`config.mk`:
```
export PLATFORM = sky130hd
export DESIGN_NAME = cache_fill_fsm
export DESIGN_NICKNAME = d
export VERILOG_FILES = /design/src/rtl/cache_fill_fsm.sv
export SDC_FILE = /design/constraint.sdc
export NUM_CORES = 1
export LEC_CHECK = 0
export ABC_CLOCK_PERIOD_IN_PS = 3120
export CAP_MARGIN = 10
export CORE_ASPECT_RATIO = 1.1
export CORE_UTILIZATION = 37
export DETAILED_ROUTE_END_ITERATION = 8
export GPL_ROUTABILITY_DRIVEN = 0
export PLACE_DENSITY = 0.95
export SLEW_MARGIN = 20
export SYNTH_ARGS = -nofsm -noshare
export SYNTH_HDL_FRONTEND = slang
export SYNTH_SLANG_ARGS = --single-unit
```
`constraint.sdc`:
```
create_clock -name clk -period 3.12 [get_ports clk]
set_input_delay 0.624 -clock clk [delete_from_list [all_inputs] [get_ports clk]]
set_output_delay 0.624 -clock clk [all_outputs]
set_load 0.1 [all_outputs]
```
`src/rtl/cache_fill_fsm.sv`:
```
// L1 miss handler: latches the block address, streams WORDS in-order reads to main memory, writes each return into the data array.
// Requests start the cycle after the miss is seen; responses are never stalled, gaps in memory_data_valid simply extend the fill.
module cache_fill_fsm #(
    parameter int WORDS = 8,
    parameter int OFF_W = 3
) (
    input  logic        clk,
    input  logic        rst,
    input  logic        miss_detected,
    input  logic [15:0] miss_address,
    input  logic        memory_data_valid,
    input  logic [15:0] memory_data,
    output logic        fsm_busy,
    output logic        mem_read_en,
    output logic [15:0] memory_address,
    output logic        write_data_array,
    output logic [15:0] fill_address,
    output logic [15:0] fill_data,
    output logic        write_tag_array
);
    typedef enum logic {IDLE = 1'b0, FILL = 1'b1} state_t;

    localparam int LAST_I = WORDS - 1;
    localparam int MASK_I = (1 << (OFF_W + 1)) - 1;
    localparam logic [OFF_W:0]   REQ_DONE = WORDS[OFF_W:0];
    localparam logic [OFF_W-1:0] RSP_LAST = LAST_I[OFF_W-1:0];
    localparam logic [15:0]      OFF_MASK = MASK_I[15:0];

    state_t           state_q, state_d;
    logic [15:0]      base_q, base_d;
    logic [OFF_W:0]   req_cnt_q, req_cnt_d;
    logic [OFF_W-1:0] rsp_cnt_q, rsp_cnt_d;

    // Everything below is decoded from the registered state and counters.
    assign fsm_busy         = (state_q == FILL);
    assign mem_read_en      = fsm_busy && (req_cnt_q < REQ_DONE);
    assign memory_address   = base_q + 16'({req_cnt_q, 1'b0});
    assign write_data_array = fsm_busy && memory_data_valid;
    assign fill_address     = base_q + 16'({rsp_cnt_q, 1'b0});
    assign fill_data        = memory_data;
    assign write_tag_array  = write_data_array && (rsp_cnt_q == RSP_LAST);

    always_comb begin
        state_d   = state_q;
        base_d    = base_q;
        req_cnt_d = req_cnt_q;
        rsp_cnt_d = rsp_cnt_q;
        case (state_q)
            IDLE: begin
                if (miss_detected) begin
                    state_d   = FILL;
                    base_d    = miss_address & ~OFF_MASK;
                    req_cnt_d = '0;
                    rsp_cnt_d = '0;
                end
            end
            FILL: begin
                if (mem_read_en) begin
                    req_cnt_d = req_cnt_q + 1'b1;
                end
                if (memory_data_valid) begin
                    if (rsp_cnt_q == RSP_LAST) begin
                        state_d = IDLE;
                    end else begin
                        rsp_cnt_d = rsp_cnt_q + 1'b1;
                    end
                end
            end
            default: state_d = IDLE;
        endcase
    end

    always_ff @(posedge clk) begin
        if (rst) begin
            state_q   <= IDLE;
            base_q    <= '0;
            req_cnt_q <= '0;
            rsp_cnt_q <= '0;
        end else begin
            state_q   <= state_d;
            base_q    <= base_d;
            req_cnt_q <= req_cnt_d;
            rsp_cnt_q <= rsp_cnt_d;
        end
    end
endmodule

```
## After elaboration in Yosys (flattened, before gate mapping)

Cells that the tools add are included.

- Reductions and logical operators: 6
- Bitwise gates (word level): 1
- Equality and inequality tests: 5
- Add/sub/neg operators: 4
- Multiplexer cells: 11
- $lt $le $gt $ge: 1

Operators with widths:

| cell | number |
|---|---|
| $add A16 B4 Y16 | 1 |
| $add A16 B5 Y16 | 1 |
| $mux W3 | 3 |
| $mux W4 | 2 |
| $ne A2 B2 Y1 const B | 4 |
| $pmux W4 S2 | 1 |
| $pmux W3 S2 | 1 |
| $add A4 B1 Y4 const B | 1 |
| $lt A4 B4 Y1 const B | 1 |
| $reduce_and A2 Y1 | 2 |
| $add A3 B1 Y3 const B | 1 |
| $eq A3 B3 Y1 const B | 1 |
| $logic_and A1 B1 Y1 | 3 |
| $mux W1 | 3 |
| $reduce_and A3 Y1 | 1 |
| $pmux W1 S2 | 1 |
| $not A1 Y1 | 1 |

- Logic and storage cells: 32
- Bits in registers: 20

## Depth between registers and ports, before layout

- Depth in word-level cells: 4
- Mapped depth: 6
- Mapped depth without buffers: 5

## Least setup slack after synthesis

OpenSTA, ideal clock, no wires.

- Path kind: register -> output
- From: register base_q[4]
- To: output port memory_address[12]
- Required time: 2.496 ns
- Arrival: 3.414 ns
- Setup slack: -0.918 ns
- Buffers on the path: 0
- Cell stages (with the launch flop): 6
- Cell sequence: dfxtp_1 -> ha_1 -> ha_1 -> and4_1 -> nand4_1 -> xnor2_1

- Cells in the longest elaborated chain, start to end: 1

RTL lines:

| item | RTL line | text |
|---|---|---|
| start: declaration | 30 | `logic [15:0] base_q, base_d;` |
| start signal: assignment | 81 | `base_q <= base_d;` |
| $add A16 B5 Y16 | 37 | `assign memory_address = base_q + 16'({req_cnt_q, 1'b0});` |
| end: declaration | 15 | `output logic [15:0] memory_address,` |

Every way passes these cells.

## Final worst setup path

- From: register req_cnt_q[3]
- To: output port memory_address[14]

- Cells in the longest elaborated chain, start to end: 1

RTL lines:

| item | RTL line | text |
|---|---|---|
| start: declaration | 31 | `logic [OFF_W:0] req_cnt_q, req_cnt_d;` |
| start signal: assignment | 82 | `req_cnt_q <= req_cnt_d;` |
| $add A16 B5 Y16 | 37 |  |

Every way passes these cells.

==> results.md <==
- Status: complete, but fails checks
- Failing checks: DRC
- Post-CTS resize count: 0
- Worst-path clk slew: 0.11 ns
- Final setup viols: 0
- Clock tree from TritonCTS: yes
- Syn Inst Count: 145
- Commonest non-fill, non-tap cell in the layout: buf_4
- Max clock buf depth: 2
- Die height: 62.2 um
- Slew @ Worst Pin: 0.926 ns
- Post-CTS Setup Bufs: 0
- Hold/Removal Path Class: register to register
- Cell Area, Placed: 0.00162 mm2
- CP arrival: 2.05 ns
- Library cells used by synthesis: 27
- Setup CP Type: register to output port
- Hold path cells: 2
- CTS Root Cell: clkbuf_4
- Setup TNS: 0 ns
- Initial DRC count: 20
- Chip width: 56.7 um
- DRC: 10
- First-pass GRT wire length: 4380 um
- Syn Area/Cell: 8.40 um2
- Area delta synth->final: 35.7%
- GRT Overall Usage: between 15 and 20%
- Crit-path max FO: 5
- H-tree levels: 1
- ANT nets after route: 0
- Max-cap violations: 0
- RSZ-0062 raised after global routing: false
- Vias in the first global route: 980
- Vias: 1,003
- Worst r2r src: fsm_busy
- Worst endpoint required time: around 2.5 ns
- Worst r2r path cells: 3
- Share of the yosys chip area belonging to registers: between 30% and 40%
- PD cells: around 430 mW/mm2
- Worst-Skew Late Latency: 0.29 ns
- Drt total wl: 2590 um
- Vias/cell: 4.87
- Core ar.: 0.00310 mm2
- Yosys warnings: 0
- Largest net degree at the start of global routing: 21
- Most frequent cells in the layout: 32 x buf_4, 30 x nand2_1, 19 x dfxtp_1
- Port Buf Inserts: between 40 and 50
- Fin util: 53.3%
- Die area: 0.00352 mm2
- Period utilization: 85.6%
- Post-DP HPWL: 1960 um
- Post-synthesis cell area: 0.00122 mm2
- Number of hold violations in the final report: 0
- #FFs+latches synth: 20
- DR WL/cell: 12.6 um
- Number of cell rows: 21
- N_diodes: 0
- Reg-to-Reg End: base_q[8]
- Fmax: 374 MHz
- Min-Delay Endpoint: base_q[4]
- Share of layout cells above drive strength 1: around 35%
- Antenna violations before repair: 0
- Clock sink count: 20
- Final net count: 215
- Final Cell Area: approximately 0.0017 mm2
- Peak VDD IR: 0.267 mV
- HP Start: base_q[4]
- Grt ovf: 0
- Fill cell count: approximately 310
- Pleak: 0.725 nW
- Clock Skews: 0.00160 ns
- DRT Pass-1 Iters: 7
- CP Launch Type: register
- Number of buffers created by CTS: 3
- Rel. slew slack: 38.0%
- Internal reg-to-reg setup slack: 1.57 ns
- IO Count: 88
- Fin crit period: 2.67 ns
- CP Capture Type: output port
- Count of hold-fix buffers inserted at cts: 0
- Initial cell density of the core: 39.3%
- Final Max Slew Viols: 0
registers in the layout (all words and copies together), names as in the netlist:
signal,flops
rsp_cnt_q,3
fsm_busy,1
req_cnt_q,4
base_q,12
cell type report:
class,count,area (um2),area share [%]
clock buffers,4,36.3,2.20
multi-input cells,98,737,44.6
repair buffers,49,430,26.1
flip-flops and latches,20,402,24.3
inverters,1,3.75,0.227
well taps,34,42.5,2.58
layer usage:
metal / up-vias / wire, um / track usage (%)
li1: 508 / - / -
met1: 460 / 1020 / 16.0
met2: 33 / 1400 / 30.7
met3: 2 / 161 / 2.92
met4: 0 / 2 / 4.69
met5: - / 0 / 0
where the power goes:
group / internal (mW) / total (mW) / switching (mW)
sequential: 0.268 / 0.291 / 0.0236
clock: 0.0711 / 0.147 / 0.0759
combinational: 0.0691 / 0.280 / 0.211
cell usage after synthesis:
cell	count	share of area (%)
a21oi_1	9	3.7
a21oi_2	8	5.8
a41oi_1	1	0.72
and2_1	1	0.51
and3_1	2	1.0
and3b_1	1	0.72
and4_1	1	0.72
buf_2	1	0.41
buf_4	22	14
buf_6	2	1.8
clkbuf_1	2	0.62
conb_1	1	0.31
dfxtp_1	20	33
ha_1	6	6.2
inv_1	1	0.31
nand2_1	30	9.2
nand2b_1	4	2.1
nand3_1	6	2.5
nand3_2	1	0.82
nand3b_1	2	1.2
nand4_1	4	2.1
nor2_1	3	0.92
nor2b_4	1	1.1
nor3_1	3	1.2
nor3_2	2	1.6
xnor2_1	5	3.6
xor2_1	6	4.3
worst max-delay path: stages, from the launching register on:
cell     delay [ns]
dfxtp_1        0.41
ha_1           0.18
ha_1           0.23
and4_1         0.28
nand4_1        0.23
xnor2_4        0.23
buf_12         0.19
per-stage QoR:
stage	power, mW	cells	hold slack, ns	setup slack [ns]
floorplan	0.616	146	0.478	-0.229
global placement	0.575	202	0.462	0.816
detailed placement	0.579	202	0.476	0.794
CTS	0.729	206	0.492	0.444
global route	0.749	206	0.527	0.335
finish	0.718	206	0.488	0.448
cell families after synthesis:
family                   synth area share [%]
AND/OR/NAND/NOR                          25.8
buffers and inverters                    16.8
flip-flops                               32.9
AO/OA/AOI/OAI                            10.2
XOR/XNOR                                 7.91
adder cells (fa/ha/maj)                  6.17
other                                   0.308
worst max-delay path by stage:
stage                 start            endpoint  slack (ns)  cells past startpoint
2_1_floorplan     base_q[5]  memory_address[12]       -0.23                      4
3_3_place_gp   req_cnt_q[3]  memory_address[14]        0.82                      6
3_5_place_dp   req_cnt_q[3]  memory_address[14]        0.79                      6
4_1_cts        req_cnt_q[3]  memory_address[14]        0.44                      6
5_1_grt        req_cnt_q[3]  memory_address[14]        0.33                      6
6_report       req_cnt_q[3]  memory_address[14]        0.45                      6
Power figures use the tool's default switching activity.
==> edit 1: new RTL, same settings <==
Set the parameter `OFF_W` to 2 (it was 3).
--- a/src/rtl/cache_fill_fsm.sv
+++ b/src/rtl/cache_fill_fsm.sv
@@ -2,7 +2,7 @@
 // Requests start the cycle after the miss is seen; responses are never stalled, gaps in memory_data_valid simply extend the fill.
 module cache_fill_fsm #(
     parameter int WORDS = 8,
-    parameter int OFF_W = 3
+    parameter int OFF_W = 2
 ) (
     input  logic        clk,
     input  logic        rst,
Formal check against the unedited RTL: not equivalent (a bounded check fails within 4 cycles, from zero or initial values and one cycle with rst high).
==> edit 1 against the unedited design <==
  * Cell count decreased by 26%
  * Count of clock-buffer cells in the layout unchanged
  * Routed wire length decreased by 37%
  * Final area decreased by 36%
  * Setup slack improved by 440 ps
  * Sequential share of layout area increased by 5.9 points
  * Critical path depth decreased by 3
  * Total power decreased by 14%
  * Area after synthesis decreased by 29%
  * Hold slack got worse by 13 ps
  * Sequential cell count decreased by 4
  * First-iteration DRC count decreased by 80%
  * Critical path type is now primary input to output port
  * Largest power group is now combinational logic
==> edit 1: results (changes against the unedited design) <==
vias: 684  # was 1,003
fin_nets: 162  # was 215
r2r_end: "rsp_cnt_q[0]"  # was base_q[8]
r2r_start: "rsp_cnt_q[0]"  # was fsm_busy
hp-start: "base_q[12]"  # was base_q[4]
synth.yosys.seq_area_share: 0.3716  # was 0.3289
grt_max_degree: 18  # was 21
synthTopCellsByArea: "dfxtp_1 37%, buf_4 30%, nand2_1 11%, a21oi_1 8.1%, nand3b_1 1.7%"  # was dfxtp_1 33%, buf_4 14%, nand2_1 9.2%, ha_1 6.2%, a21oi_2 5.8%
vias_per_cell: 4.500  # was 4.869
setup_slack_ps: 888.3  # was 448.4 ps
placed_area_sq_um: 1022  # was 1615 sq um
dr.first_iter.drc_count: 4  # was 20
arrival_ps: 1610  # was 2050 ps
ir_worst_vdd_v: 0.0002132  # was 0.0002675 V
avgSynthCellArea_sq_um: 8.057  # was 8.396 sq um
fin_skew_ps: 2.508  # was 1.596 ps
worst_path_max_delay_cell: "clkdlybuf4s50_1"  # was dfxtp_1
dp_hpwl_um: 1268  # was 1956 um
rrSetupSlack_ps: 2020  # was 1570 ps
clkTransAtPathRegs_ps: 90  # was 110 ps
port_buffers: 47  # was 49
hold_slack_ps: 474.8  # was 487.7 ps
outcome: "finished clean"  # was complete, but fails checks
dp.cells: 148  # was 202
drive_gt1_frac: 0.2984  # was 0.3547
leakagePower_nw: 0.4829  # was 0.7247 nW
critPathTopFamily: "buffers and inverters"  # was simple AND/OR/NAND/NOR gates
hold_path_end: "base_q[12]"  # was base_q[4]
ys_top_cells_by_count: "35 x buf_4, 26 x nand2_1, 16 x dfxtp_1"  # was 30 x nand2_1, 22 x buf_4, 20 x dfxtp_1
synth_top_area_share: 0.3716  # was 0.3289
worst-r2r-cell-count: 4  # was 3
grt_first_pass_wirelength_um: 2145  # was 4381 um
dr.pass1.iters: 2  # was 7
[edit 1: cell count changes in the layout (fill, tap and decap cells not counted), moves of 3 or more]
cell and change:
a21oi_2 -8, a21oi_1 +5, ha_1 -5, nand3_1 -5
nand2_1 -4, nand2b_1 -4, nand4_1 -4, xnor2_2 -4
conb_1 +3, dfxtp_1 -3, xor2_4 -3
[edit 1: metal layers]
| layer | track usage | wire length, um | up-vias |
|---|---|---|---|
| met3 | 0.03103 | 216 | 6 |
| met2 | 0.2252 | 798 | 49 |
| met5 | 0 | 0 | - |
| met4 | 0.1111 | 26 | 0 |
| li1 | - | - | 336 |
| met1 | 0.1004 | 596 | 293 |
[edit 1: final cells by class]
| type | count | area [sq um] |
|---|---|---|
| fill | 187 | 1047 |
| timing repair buffer | 47 | 392.9 |
| sequential | 16 | 320.3 |
| multi-input combinational | 57 | 274.0 |
| clock buffer | 4 | 36.28 |
| tap | 28 | 35.03 |
[edit 1: logic make-up (layout without fill, tap and decap cells)]
group,count (synthesis),count (layout),synth area share
buf+inv,38,51,0.3280
simple gates,36,36,0.1916
flops,16,16,0.3716
compound gates,15,15,0.08999
fa+ha+maj,1,1,0.01451
other cells,1,5,0.004350
[edit 1: worst max path at each step]
stage / depth (start not counted) / startpoint / to
2_1_floorplan: 2 / rsp_cnt_q[0] / write_tag_array
3_3_place_gp: 3 / memory_data_valid / write_tag_array
3_5_place_dp: 3 / memory_data_valid / write_tag_array
4_1_cts: 3 / memory_data_valid / write_tag_array
5_1_grt: 3 / memory_data_valid / write_tag_array
6_report: 3 / memory_data_valid / write_tag_array
[edit 1: power breakdown]
group / switching [mW] / total (mW) / internal, mW
clock: 0.0619 / 0.133 / 0.0709
combinational: 0.208 / 0.261 / 0.0524
sequential: 0.00895 / 0.224 / 0.216
total: 0.279 / 0.618 / 0.339
==> edit 2: new RTL, same flow settings <==
Without the edit above. Register the outputs `memory_address`, `fill_address`, `fill_data` and `write_tag_array`, cleared by the reset; this adds one clock of latency there. The other outputs are not delayed to match.
--- a/src/rtl/cache_fill_fsm.sv
+++ b/src/rtl/cache_fill_fsm.sv
@@ -34,11 +34,20 @@
     // Everything below is decoded from the registered state and counters.
     assign fsm_busy         = (state_q == FILL);
     assign mem_read_en      = fsm_busy && (req_cnt_q < REQ_DONE);
-    assign memory_address   = base_q + 16'({req_cnt_q, 1'b0});
     assign write_data_array = fsm_busy && memory_data_valid;
-    assign fill_address     = base_q + 16'({rsp_cnt_q, 1'b0});
-    assign fill_data        = memory_data;
-    assign write_tag_array  = write_data_array && (rsp_cnt_q == RSP_LAST);
+    always_ff @(posedge clk) begin
+        if (rst) begin
+            memory_address  <= '0;
+            fill_address    <= '0;
+            fill_data       <= '0;
+            write_tag_array <= '0;
+        end else begin
+            memory_address  <= base_q + 16'({req_cnt_q, 1'b0});
+            fill_address    <= base_q + 16'({rsp_cnt_q, 1'b0});
+            fill_data       <= memory_data;
+            write_tag_array <= write_data_array && (rsp_cnt_q == RSP_LAST);
+        end
+    end
 
     always_comb begin
         state_d   = state_q;
Behaviour: not the same (Yosys sat finds a counterexample within 4 cycles, from zero or initial values and one cycle with rst high).
==> edit 2 against the unedited design <==
  * Routed wire length up 76%
  * Largest cell class is now registers
  * Clock power grew to 5.3 times the old value
  * Clock skew up 11 ps
  * Setup slack better by 470 ps
  * Final area increased by 95%
  * Total power rose to 2.9 times the old value
  * Sequential cell count rose by 47
  * Largest power group unchanged
  * Area after synthesis increased by 87%
==> edit 2: results (changes against the unedited design) <==
hold_class: "flip-flop to flip-flop"  # unchanged
dp.cells: 376  # was 202
clockRootBuffer: "clkbuf_8"  # was clkbuf_4
track_usage: 0.1502  # was 0.1554
port_buffers: 81  # was 49
rrSetupSlack_ps: 1450  # was 1570 ps
ys_top_cells_by_count: "67 x dfxtp_1, 33 x nor2b_1, 32 x nand2_1"  # was 30 x nand2_1, 22 x buf_4, 20 x dfxtp_1
maxCapViolCount: 0  # unchanged
arrival_ps: 1580  # was 2050 ps
vias_per_cell: 4.434  # was 4.869
critPathTopFamily: "buffers and inverters"  # was simple AND/OR/NAND/NOR gates
synth_xor_area_frac: 0.01923  # was 0.07914
grt_pass1_vias: 1701  # was 980
dr.pass1.iters: 4  # was 7
cts.path.max_buffers: 2  # unchanged
synth.yosys.seq_area_share: 0.5890  # was 0.3289
synth_mux_area_frac: 0.01978  # was 0
synth-compound-area-share: 0.05275  # was 0.1017
setup_slack_ps: 916.5  # was 448.4 ps
synth-adder-area-share: 0.03297  # was 0.06166
synth.distinct_cells: 28  # was 27
post_cts_buffers: 0  # unchanged
cts_buffers: 9  # was 3
multi_input_area_sq_um: 852.1  # was 737.0 sq um
leakagePower_nw: 1.367  # was 0.7247 nW
outcome: "finished clean"  # was complete, but fails checks
clkTransAtPathRegs_ps: 70  # was 110 ps
fin_skew_ps: 12.99  # was 1.596 ps
fin_nets: 352  # was 215
antenna_cells: 0  # unchanged
wirelength_um: 4559  # was 2587 um
synth_top_area_share: 0.5890  # was 0.3289
worst-path-max-fanout: 4  # was 5
grt_max_degree: 47  # was 21
antenna_found_initial: 0  # unchanged
post-place-ws_ps: 911.4  # was 794.3 ps
largestRegisters: "fill_data: 16 flops, fill_address: 15 flops, memory_address: 15 flops"  # was base_q: 12 flops, req_cnt_q: 4 flops, rsp_cnt_q: 3 flops
synth-async-reset-ratio: 0  # unchanged
drive_gt1_frac: 0.2286  # was 0.3547
fill_cells: 527  # was 307
post_cts_resized: 0  # unchanged
worst_slew_pin_slew_ps: 657.4  # was 926.4 ps
hold_slack_ps: 470.6  # was 487.7 ps
clock_latency_ps: 330  # was 290 ps
slowest_delay_ps: 510  # was 410 ps
grt_first_pass_wirelength_um: 7541  # was 4381 um
placed_area_sq_um: 2993  # was 1615 sq um
avgSynthCellArea_sq_um: 9.901  # was 8.396 sq um
ir_worst_vdd_v: 0.0003230  # was 0.0002675 V
yosys_warnings: 0  # unchanged
dp_hpwl_um: 3404  # was 1956 um
synthTopCellsByArea: "dfxtp_1 59%, nor2b_1 9.1%, nand2_1 5.3%, a21oi_1 4.6%, ha_1 3.3%"  # was dfxtp_1 33%, buf_4 14%, nand2_1 9.2%, ha_1 6.2%, a21oi_2 5.8%
htree_levels: 3  # was 1
worst_path_max_delay_cell: "clkdlybuf4s50_1"  # was dfxtp_1
wl_per_cell_um: 11.63  # was 12.56 um
dr.first_iter.drc_count: 86  # was 20
## edit 2: cell count changes in the layout (fill, tap and decap cells not counted), sizes merged, moves of 4 or more
cell	unedited run	this run
dfxtp	20	67
a21oi	17	21
nor2b	1	35
buf	34	52
clkdlybuf4s50	15	30
nor2	3	10
clkbuf	4	10
mux2	0	4
## edit 2: path summary, 6_finish.rpt
path	from	to	cells past startpoint
max reg2reg	req_cnt_q[3]	memory_address[14]	5
min reg2reg	base_q[14]	base_q[14]	2
min	base_q[14]	base_q[14]	2
max	memory_data_valid	write_data_array	4
## edit 2: kinds of logic (layout without fill, tap and decap cells)
group                    after synthesis  in the layout
AO/OA/AOI/OAI                         24             24
XOR/XNOR                               5              5
adder cells (fa/ha/maj)                6              6
buffers and inverters                 18            102
flip-flops                            67             67
multiplexers                           4              4
other                                  1              2
AND/OR/NAND/NOR                      105            105
## edit 2: report_power, final
| group | switching, mW | total [mW] | leakage (nW) | internal [mW] |
|---|---|---|---|---|
| Combinational | 0.259 | 0.352 | 0.710 | 0.0927 |
| Clock | 0.315 | 0.786 | 0.108 | 0.471 |
| Sequential | 0.0231 | 0.914 | 0.549 | 0.891 |
## edit 2: worst min-delay path, stage by stage (launching register included)
cell and delay, ps:
dfxtp_1 320, nand2_1 50, a21oi_1 50
## edit 2: layout make-up
cell class	count	share of cell area
flip-flops and latches	67	0.4166
multi-input cells	146	0.2647
repair buffers	82	0.2138
clock buffers	10	0.04275
well taps	77	0.02993
clock inverters	6	0.02759
inverters	4	0.004664
## edit 2: routing by layer
metal  track usage  routed length [um]  up-vias
li1              -                   -      902
met1        0.1575                1804      786
met2        0.2662                2411       45
met3       0.04130                 265        5
met4       0.09091                  77        0
met5             0                   0        -
